$ cat config.mk
export PLATFORM = sky130hd
export DESIGN_NAME = otter_csr_irq
export DESIGN_NICKNAME = d
export VERILOG_FILES = /design/src/rtl/otter_csr_irq.sv
export SDC_FILE = /design/constraint.sdc
export NUM_CORES = 1
export LEC_CHECK = 0
export BUFFER_PORTS_ARGS = -buffer_cell sky130_fd_sc_hd__buf_2
export CORE_ASPECT_RATIO = 0.6
export CORE_MARGIN = 2
export CORE_UTILIZATION = 30
export CTS_CLUSTER_SIZE = 24
export DETAILED_ROUTE_END_ITERATION = 10
export PLACE_DENSITY = 0.44
export SLEW_MARGIN = 20
export SYNTH_ARGS = -nofsm -noshare
export SYNTH_HDL_FRONTEND = slang
export SYNTH_SLANG_ARGS = --single-unit
$ cat constraint.sdc
create_clock -name i_clk -period 12.6 [get_ports i_clk]
set_clock_uncertainty 0.15 [all_clocks]
set_input_delay 0.63 -clock i_clk [delete_from_list [all_inputs] [get_ports i_clk]]
set_output_delay 0.63 -clock i_clk [all_outputs]
set_load 0.02 [all_outputs]
$ cat src/rtl/otter_csr_irq.sv
// Machine-mode CSR unit for the OTTER core: Zicsr access, multi-line interrupt
// prioritisation, trap/MRET state changes, 64-bit counters and next-PC target.
module otter_csr_irq #(
    parameter int          NUM_IRQ     = 4,
    parameter logic [31:0] HART_ID     = 32'd0,
    parameter bit          VECTORED_EN = 1'b1
) (
    input  logic               i_clk,
    input  logic               i_rst,
    input  logic               i_ext_intrpt,
    input  logic [NUM_IRQ-1:0] i_plat_irq,
    input  logic [2:0]         i_op,
    input  logic [1:0]         i_funct3_low,
    input  logic               i_w_en,
    input  logic [11:0]        i_addr,
    input  logic [31:0]        i_pc_addr,
    input  logic [31:0]        i_w_data,
    input  logic               i_instr_ret,
    input  logic [31:0]        i_trap_val,
    output logic [31:0]        o_r_data,
    output logic               o_addr_vld,
    output logic               o_read_only,
    output logic               o_intrpt_vld,
    output logic [4:0]         o_intrpt_cause,
    output logic [31:0]        o_trap_pc
);

    localparam logic [2:0] OP_WRITE  = 3'd0;
    localparam logic [2:0] OP_ECALL  = 3'd1;
    localparam logic [2:0] OP_EBREAK = 3'd2;
    localparam logic [2:0] OP_MRET   = 3'd3;
    localparam logic [2:0] OP_INTRPT = 3'd4;
    localparam logic [2:0] OP_TRAP   = 3'd5;
    localparam logic [2:0] OP_WFI    = 3'd6;

    localparam logic [11:0] A_MSTATUS    = 12'h300;
    localparam logic [11:0] A_MISA       = 12'h301;
    localparam logic [11:0] A_MIE        = 12'h304;
    localparam logic [11:0] A_MTVEC      = 12'h305;
    localparam logic [11:0] A_MCOUNTINH  = 12'h320;
    localparam logic [11:0] A_MSCRATCH   = 12'h340;
    localparam logic [11:0] A_MEPC       = 12'h341;
    localparam logic [11:0] A_MCAUSE     = 12'h342;
    localparam logic [11:0] A_MTVAL      = 12'h343;
    localparam logic [11:0] A_MIP        = 12'h344;
    localparam logic [11:0] A_MCYCLE     = 12'hB00;
    localparam logic [11:0] A_MINSTRET   = 12'hB02;
    localparam logic [11:0] A_MCYCLEH    = 12'hB80;
    localparam logic [11:0] A_MINSTRETH  = 12'hB82;
    localparam logic [11:0] A_MVENDORID  = 12'hF11;
    localparam logic [11:0] A_MARCHID    = 12'hF12;
    localparam logic [11:0] A_MIMPID     = 12'hF13;
    localparam logic [11:0] A_MHARTID    = 12'hF14;
    localparam logic [11:0] A_MCONFIGPTR = 12'hF15;

    localparam logic [31:0] MISA_VAL = 32'h4000_0100;
    localparam logic [31:0] MIE_MASK = 32'h0000_0800 | (((32'h1 << NUM_IRQ) - 32'h1) << 16);

    logic               r_mie_b;
    logic               r_mpie;
    logic [31:0]        r_mie;
    logic [31:0]        r_mtvec;
    logic [31:0]        r_mscratch;
    logic [31:0]        r_mepc;
    logic [31:0]        r_mcause;
    logic [31:0]        r_mtval;
    logic               r_inh_cy;
    logic               r_inh_ir;
    logic [63:0]        r_mcycle;
    logic [63:0]        r_minstret;
    logic               r_mip_ext;
    logic [NUM_IRQ-1:0] r_mip_plat;

    logic [31:0] w_mip;
    logic [31:0] w_pend;
    logic [4:0]  w_cause;
    logic        w_wr;
    logic [31:0] w_wval;
    logic [31:0] w_base;
    logic [31:0] w_trap_cause;

    function automatic logic [31:0] csr_wval(input logic [1:0]  funct,
                                             input logic [31:0] old_val,
                                             input logic [31:0] operand);
        case (funct)
            2'b01:   return operand;
            2'b10:   return old_val | operand;
            2'b11:   return old_val & ~operand;
            default: return old_val;
        endcase
    endfunction

    always_comb begin
        w_mip     = 32'd0;
        w_mip[11] = r_mip_ext;
        for (int i = 0; i < NUM_IRQ; i++) begin
            w_mip[16+i] = r_mip_plat[i];
        end
    end

    assign w_pend       = r_mie & w_mip;
    assign o_intrpt_vld = r_mie_b & (|w_pend);

    // Walk platform lines from the top down so the lowest-numbered one wins; MEIP overrides all.
    always_comb begin
        w_cause = 5'd0;
        for (int i = NUM_IRQ - 1; i >= 0; i--) begin
            if (w_pend[16+i]) begin
                w_cause = 5'(16 + i);
            end
        end
        if (w_pend[11]) begin
            w_cause = 5'd11;
        end
    end

    assign o_intrpt_cause = w_cause;

    always_comb begin
        o_r_data    = 32'd0;
        o_addr_vld  = 1'b1;
        o_read_only = 1'b0;
        case (i_addr)
            A_MSTATUS:    o_r_data = {19'd0, 2'b11, 3'd0, r_mpie, 3'd0, r_mie_b, 3'd0};
            A_MISA:       o_r_data = MISA_VAL;
            A_MIE:        o_r_data = r_mie;
            A_MTVEC:      o_r_data = r_mtvec;
            A_MCOUNTINH:  o_r_data = {29'd0, r_inh_ir, 1'b0, r_inh_cy};
            A_MSCRATCH:   o_r_data = r_mscratch;
            A_MEPC:       o_r_data = r_mepc;
            A_MCAUSE:     o_r_data = r_mcause;
            A_MTVAL:      o_r_data = r_mtval;
            A_MIP:        o_r_data = w_mip;
            A_MCYCLE:     o_r_data = r_mcycle[31:0];
            A_MCYCLEH:    o_r_data = r_mcycle[63:32];
            A_MINSTRET:   o_r_data = r_minstret[31:0];
            A_MINSTRETH:  o_r_data = r_minstret[63:32];
            A_MVENDORID, A_MARCHID, A_MIMPID, A_MCONFIGPTR: begin
                o_read_only = 1'b1;
            end
            A_MHARTID: begin
                o_r_data    = HART_ID;
                o_read_only = 1'b1;
            end
            default: begin
                o_addr_vld  = 1'b0;
                o_read_only = 1'b1;
            end
        endcase
    end

    assign w_wr   = (i_op == OP_WRITE) && i_w_en && (i_funct3_low != 2'b00) &&
                    o_addr_vld && !o_read_only;
    assign w_wval = csr_wval(i_funct3_low, o_r_data, i_w_data);
    assign w_base = {r_mtvec[31:2], 2'b00};

    always_comb begin
        case (i_op)
            OP_ECALL:  w_trap_cause = 32'd11;
            OP_EBREAK: w_trap_cause = 32'd3;
            OP_TRAP:   w_trap_cause = 32'd2;
            default:   w_trap_cause = {1'b1, 26'd0, w_cause};
        endcase
    end

    always_comb begin
        case (i_op)
            OP_ECALL, OP_EBREAK, OP_TRAP: o_trap_pc = w_base;
            OP_INTRPT: begin
                if (r_mtvec[1:0] == 2'b01) begin
                    o_trap_pc = w_base + {25'd0, w_cause, 2'b00};
                end else begin
                    o_trap_pc = w_base;
                end
            end
            OP_MRET:   o_trap_pc = r_mepc;
            OP_WFI:    o_trap_pc = 32'd0;
            default:   o_trap_pc = 32'd0;
        endcase
    end

    always_ff @(posedge i_clk or posedge i_rst) begin
        if (i_rst) begin
            r_mie_b    <= 1'b0;
            r_mpie     <= 1'b0;
            r_mie      <= 32'd0;
            r_mtvec    <= 32'd0;
            r_mscratch <= 32'd0;
            r_mepc     <= 32'd0;
            r_mcause   <= 32'd0;
            r_mtval    <= 32'd0;
            r_inh_cy   <= 1'b0;
            r_inh_ir   <= 1'b0;
            r_mip_ext  <= 1'b0;
            r_mip_plat <= '0;
        end else begin
            r_mip_ext  <= i_ext_intrpt;
            r_mip_plat <= i_plat_irq;
            case (i_op)
                OP_ECALL, OP_EBREAK, OP_TRAP, OP_INTRPT: begin
                    r_mepc   <= i_pc_addr & ~32'h3;
                    r_mpie   <= r_mie_b;
                    r_mie_b  <= 1'b0;
                    r_mcause <= w_trap_cause;
                    r_mtval  <= (i_op == OP_TRAP) ? i_trap_val : 32'd0;
                end
                OP_MRET: begin
                    r_mie_b <= r_mpie;
                    r_mpie  <= 1'b1;
                end
                OP_WRITE: begin
                    if (w_wr) begin
                        case (i_addr)
                            A_MSTATUS: begin
                                r_mie_b <= w_wval[3];
                                r_mpie  <= w_wval[7];
                            end
                            A_MIE:       r_mie      <= w_wval & MIE_MASK;
                            A_MTVEC:     r_mtvec    <= {w_wval[31:2], 1'b0,
                                                        VECTORED_EN && (w_wval[1:0] == 2'b01)};
                            A_MSCRATCH:  r_mscratch <= w_wval;
                            A_MEPC:      r_mepc     <= w_wval & ~32'h3;
                            A_MCAUSE:    r_mcause   <= w_wval;
                            A_MTVAL:     r_mtval    <= w_wval;
                            A_MCOUNTINH: begin
                                r_inh_cy <= w_wval[0];
                                r_inh_ir <= w_wval[2];
                            end
                            default: ;
                        endcase
                    end
                end
                default: ;
            endcase
        end
    end

    // A write to either half owns the counter for that cycle: no increment, no carry.
    always_ff @(posedge i_clk or posedge i_rst) begin
        if (i_rst) begin
            r_mcycle   <= 64'd0;
            r_minstret <= 64'd0;
        end else begin
            if (w_wr && (i_addr == A_MCYCLE)) begin
                r_mcycle[31:0] <= w_wval;
            end else if (w_wr && (i_addr == A_MCYCLEH)) begin
                r_mcycle[63:32] <= w_wval;
            end else if (!r_inh_cy) begin
                r_mcycle <= r_mcycle + 64'd1;
            end

            if (w_wr && (i_addr == A_MINSTRET)) begin
                r_minstret[31:0] <= w_wval;
            end else if (w_wr && (i_addr == A_MINSTRETH)) begin
                r_minstret[63:32] <= w_wval;
            end else if (!r_inh_ir && i_instr_ret) begin
                r_minstret <= r_minstret + 64'd1;
            end
        end
    end

endmodule

# Word-level counts from Yosys, hierarchy flattened
# Cells that the tools add are included.
# op_classes
n_lt_le_gt_ge	0
shift	0
eq_ne	37
muxes	36
bitwise_logic	7
n_div	0
reduce_logical	33
mul	0
n_addsub	3
# op_table
operator	n
32-bit 2-to-1 mux	14
32-bit one-hot mux with 14 select lines	1
32-bit one-hot mux with 3 select lines	3
32-bit one-hot mux with 2 select lines	3
64-bit by 1-bit adder with 64-bit output (second input constant)	2
64-bit 2-to-1 mux	2
12-bit by 10-bit equality test with 1-bit output (second input constant)	10
12-bit equality test (second input constant)	9
32-bit by 7-bit adder with 32-bit output	1
32-bit bitwise AND	1
32-bit NOT	1
32-bit bitwise OR	1
32-bit OR reduction	1
5-bit 2-to-1 mux	5
3-bit AND reduction	8
20-bit bitwise AND	1
19-bit OR reduction	1
14-bit OR reduction	1
2-bit by 1-bit inequality test with 1-bit output (second input constant)	6
1-bit logical AND	9
2-bit AND reduction	4
2-bit nonzero test	4
3-bit by 2-bit equality test with 1-bit output (second input constant)	2
3-bit equality test (second input constant)	2
13 further kinds	24
# totals
input_bits	122
output_inout_bits	72
mem_bits_ro	0
mem_bits_rw	0
memories	0
register_bits	301
latchBits	0

# Logic depth before layout (Yosys ltp)
# depth
ltp_word	9
depth_mapped	12

# Worst setup path before layout
# No wires, ideal clock.
# synth_path
path_type	reg2out
start	register r_mie[16]
end	output port o_trap_pc[26]
arrival_ns	3.665
path_slack_ns	8.155
required_time_ns	11.820
path_stages_with_launch	10
path_cell_list	dfrtp_1 > a22oi_1 > inv_1 > o21ai_0 > fa_1 > a31o_2 > a21oi_1 > nor4b_2 > nand3_1 > o311ai_0
# synth_via
elab_chain_len	6
# synth_rtl
item	line	source
from (decl)	61	logic [31:0] r_mie;
from (signal assigned)	218	A_MIE: r_mie <= w_wval & MIE_MASK;
20-bit bitwise AND	101	assign w_pend = r_mie & w_mip;
5-bit 2-to-1 mux	108	if (w_pend[16+i]) begin
5-bit 2-to-1 mux	112	if (w_pend[11]) begin
net o_intrpt_cause[1]	24	output logic [4:0] o_intrpt_cause,
32-bit by 7-bit adder with 32-bit output	171	o_trap_pc = w_base + {25'd0, w_cause, 2'b00};
32-bit 2-to-1 mux	170	if (r_mtvec[1:0] == 2'b01) begin
32-bit one-hot mux with 3 select lines	167	case (i_op)
to (decl)	25	output logic [31:0] o_trap_pc
# The timed path passes the listed nets, and every way through them passes these cells.

# Final worst setup path
# layout_path
start	register r_mip_plat[1]
end	output port o_trap_pc[23]
# layout_via
elab_chain_len	7
# layout_rtl
item	line	source
from (decl)	72	logic [NUM_IRQ-1:0] r_mip_plat;
from (signal assigned)	198	r_mip_plat <= i_plat_irq;
20-bit bitwise AND	101	
5-bit 2-to-1 mux (2 in series)	108	
5-bit 2-to-1 mux	112	
32-bit by 7-bit adder with 32-bit output	171	
32-bit 2-to-1 mux	170	
32-bit one-hot mux with 3 select lines	167	
# No other way between the ends.

==> flow_summary_export.csv <==
group,metric,value,unit
placement,dp.cells,3399,
synth,synth_xor_xnor_area_share,3.881,%
finish,synthToLayoutAreaGrowth,15.63,%
floorplanning,boundaryPins,194,
detailed_routing,drt_iter0_markers,3189,
global_route,grt_usage,31.93,%
synth,synth_ff_type,"dfrtp_1",
clock_tree,cts-root-buf,"clkbuf_16",
timing,relSlewSlack,17.73,%
flow_run,max_cap_viol_count,0,
critical_path,r2r_cells,6,
power_and_ir_drop,switchingPower,0.0007456,W
run_status,status,"completed",
clock_tree,cts_sinks,299,
global_route,grt-ovfl-total,0,
synth,ys_types,110,
clock_tree,post-cts-setup-buffers,0,
clock_tree,insertion_delay,580,ps
timing,fin_crit_sh,41.61,%
synth,synth_top_family_by_area,"compound AO/OA/AOI/OAI gates",
power_and_ir_drop,p_sw_share,30.25,%
clock_tree,cts_resized,0,
global_route,grt_max_degree,95,
critical_path,r2r_setup_slack,8800,ps
global_route,first_global_vias,20500,
power_and_ir_drop,vdd_drop_max,80.93,uV
timing,maxSlewViolCount,0,
min_path,holdCritPathClass,"primary input to async pin",
timing,rsz0062_at_grt,"false",
synth,syn_avg_cell_area,8.497,um^2
synth,seq_area_frac_synth,36.43,%
synth,synth_edf_count,0,
finish,final_common_cell,"dfrtp_1",
critical_path,rr_startpoint,"r_mcycle[5]$_DFFE_PP0P_",
global_route,antenna_found_initial,7,
synth,ys_ff_latch,299,
critical_path,crit_type,"flop to output port",
power_and_ir_drop,power_leakage,9.612,nW
power_and_ir_drop,power_frac_seq,41.8,%
finish,fin_area,23750,um^2
finish,ff_latch_area,7482,um^2
floorplanning,design.die.area,70640,um^2
clock_tree,numCtsBuffers,36,
detailed_routing,detail-route-antenna-nets,0,
critical_path,crit_required,11820,ps
timing,worst_pin_slew,1227,ps
critical_path,crit_start,"r_mip_plat[1]$_DFF_PP0_",
power_and_ir_drop,combPwrFrac,12.2,%
detailed_routing,via_count,22660,
critical_path,worstPathMaxFanout,10,
timing,fin_crit,5242,ps
placement,dpl.hpwl,86980,um
detailed_routing,dr.pass1.iters,8,
synth,syn_area,20540,um^2
power_and_ir_drop,p_int,0.001719,W
placement,dpl_cell_area,22490,um^2
floorplanning,die_y,206.7,um
finish,instances_no_fill,3468,
floorplanning,rows,74,
detailed_routing,m1WireLength,53310,um
placement,portBuffers,188,
synth,synthMuxAreaShare,5.099,%
finish,multi_input_area,12220,um^2
timing,setup_viol,0,
synth,synth_compound_area_share,25.70,%
clock_tree,htreeDepth,2,
finish,layout-drive-gt1-share,16.50,%
clock_tree,cts_tree,"built",
detailed_routing,met2_length,43160,um
critical_path,critPathArrivalTime,4460,ps
floorplanning,core_area,67870,um^2
placement,place.gp.congestion,1.003,
clock_tree,clk_path_buf_depth,3,
floorplanning,die_w,341.8,um
detailed_routing,wl_met3,16620,um
power_and_ir_drop,pwr-share-clk,46.0,%
clock_tree,cts.reportedPaths.clkPinSlew,60,ps
power_and_ir_drop,powerDensity,103.8,nW/um^2
detailed_routing,post_drt_wl_per_cell,33.33,um
synth,synth_warnings,0,
floorplanning,start_util,30.26,%
synth,synthCells,2417,
detailed_routing,drc,0,
critical_path,timing.rr.end,"r_mcycle[43]$_DFFE_PP0P_",
synth,async_reset_ff_share,100.0,%
critical_path,cp-end-kind,"output port",
clock_tree,cts_hold_buffers,0,
power_and_ir_drop,p_total,0.002465,W
timing,tns,0,ps
finish,final_cell_mix,"299 x dfrtp_1, 280 x nand2_1, 206 x o21ai_0, 188 x buf_2, 119 x nor2_1",
detailed_routing,via_per_inst,6.535,
finish,n_fill_cell,7079,
timing,max_freq,190.8,MHz
synth,synth_simple_gate_area_share,23.45,%
finish,fin_nets,2655,
detailed_routing,top_layer,"met5",
critical_path,cp-start-kind,"flop",
detailed_routing,wl,115600,um
synth,synthAdderAreaFrac,0.4630,%
timing,hold_viol,0,
global_route,grt_pass1_wl,160700,um
==> power by group through the flow <==
stage | Combinational [W] | Sequential [W] | Clock, W
detailed placement | 0.000291 | 0.00105 | 0
global route | 0.000315 | 0.00103 | 0.00118
CTS | 0.000292 | 0.00103 | 0.00114
global placement | 0.000288 | 0.00105 | 0
finish | 0.000300 | 0.00103 | 0.00113
floorplan | 0.000156 | 0.00102 | 0
==> Yosys cell counts (16+ instances only) <==
cell | number | share of area [%]
dfrtp_1 | 299 | 36
nand2_1 | 282 | 5.2
o21ai_0 | 207 | 5.0
nor2_1 | 125 | 2.3
a21oi_1 | 121 | 2.9
clkbuf_1 | 109 | 2.0
nand3_1 | 91 | 2.2
a22oi_1 | 88 | 3.2
nand4_1 | 87 | 2.7
mux2i_1 | 72 | 3.5
buf_2 | 55 | 1.3
nor3_1 | 55 | 1.3
and3_1 | 53 | 1.6
xor2_1 | 47 | 2.0
xnor2_1 | 44 | 1.9
inv_1 | 36 | 0.66
nor4_1 | 36 | 1.1
o21ai_1 | 34 | 0.83
and4_1 | 30 | 1.3
and2_1 | 28 | 0.85
o211ai_1 | 27 | 0.99
a31oi_1 | 26 | 0.79
a22o_1 | 23 | 0.98
a211oi_1 | 20 | 0.73
o22ai_1 | 20 | 0.61
or3_1 | 17 | 0.52
buf_1 | 16 | 0.29
==> critical path, cell delays in order (launching register included) <==
cell and delay (ps):
dfrtp_1 490, a22oi_1 270, inv_1 60, o21ai_0 740, ha_1 280, a21oi_1 70, o21bai_1 200, a21oi_1 90
buf_4 190, nor4_2 740, o21ai_0 200, a221o_1 380, buf_2 160
==> worst max-delay path by stage <==
stage / to / slack, ps / cells past startpoint
4_1_cts: o_trap_pc[30] / 7200 / 8
2_1_floorplan: r_inh_cy$_DFFE_PP0P_ / 3560 / 1
3_3_place_gp: o_trap_pc[28] / 7310 / 8
5_1_grt: o_trap_pc[23] / 7190 / 12
3_5_place_dp: o_trap_pc[30] / 7220 / 8
6_report: o_trap_pc[23] / 7360 / 12
==> kinds of logic after synthesis <==
family,Yosys count
flops,299
buf+inv,234
other cells,1
simple gates,910
xor+xnor,91
mux,97
fa+ha+maj,7
compound gates,778
==> cell type report <==
type                            instances  area share [%]
Multi-Input combinational cell       1886           51.46
Sequential cell                       299           31.51
Timing Repair Buffer                  264           6.397
Tap cell                              912           4.805
Clock buffer                           50           4.447
Clock inverter                         14          0.6955
Inverter                               39          0.6481
Antenna cell                            4         0.04215
==> per-stage QoR <==
step	util [%]	worst slack (ps)	hold slack, ps
global route	34.97	7186	9.431
finish	34.99	7358	3.455
floorplan	-	3559	290.9
detailed placement	33.13	7222	312.3
CTS	34.93	7202	6.519
global placement	33.11	7311	305.2
==> layer usage <==
metal,track usage [%],vias to the layer above
li1,-,9466
met1,49.83,11390
met2,41.23,1640
met3,10.72,159
met4,6.529,6
met5,0,-
==> flip-flops by register name, summed over array words and instances (netlist names), 4 cells and up <==
register    count
r_mtval        32
r_mcycle       64
r_mepc         30
r_mcause       32
r_mip_plat      4
r_minstret     64
r_mtvec        31
r_mscratch     32
r_mie           5
No activity file was read; power rests on OpenSTA's default activity.
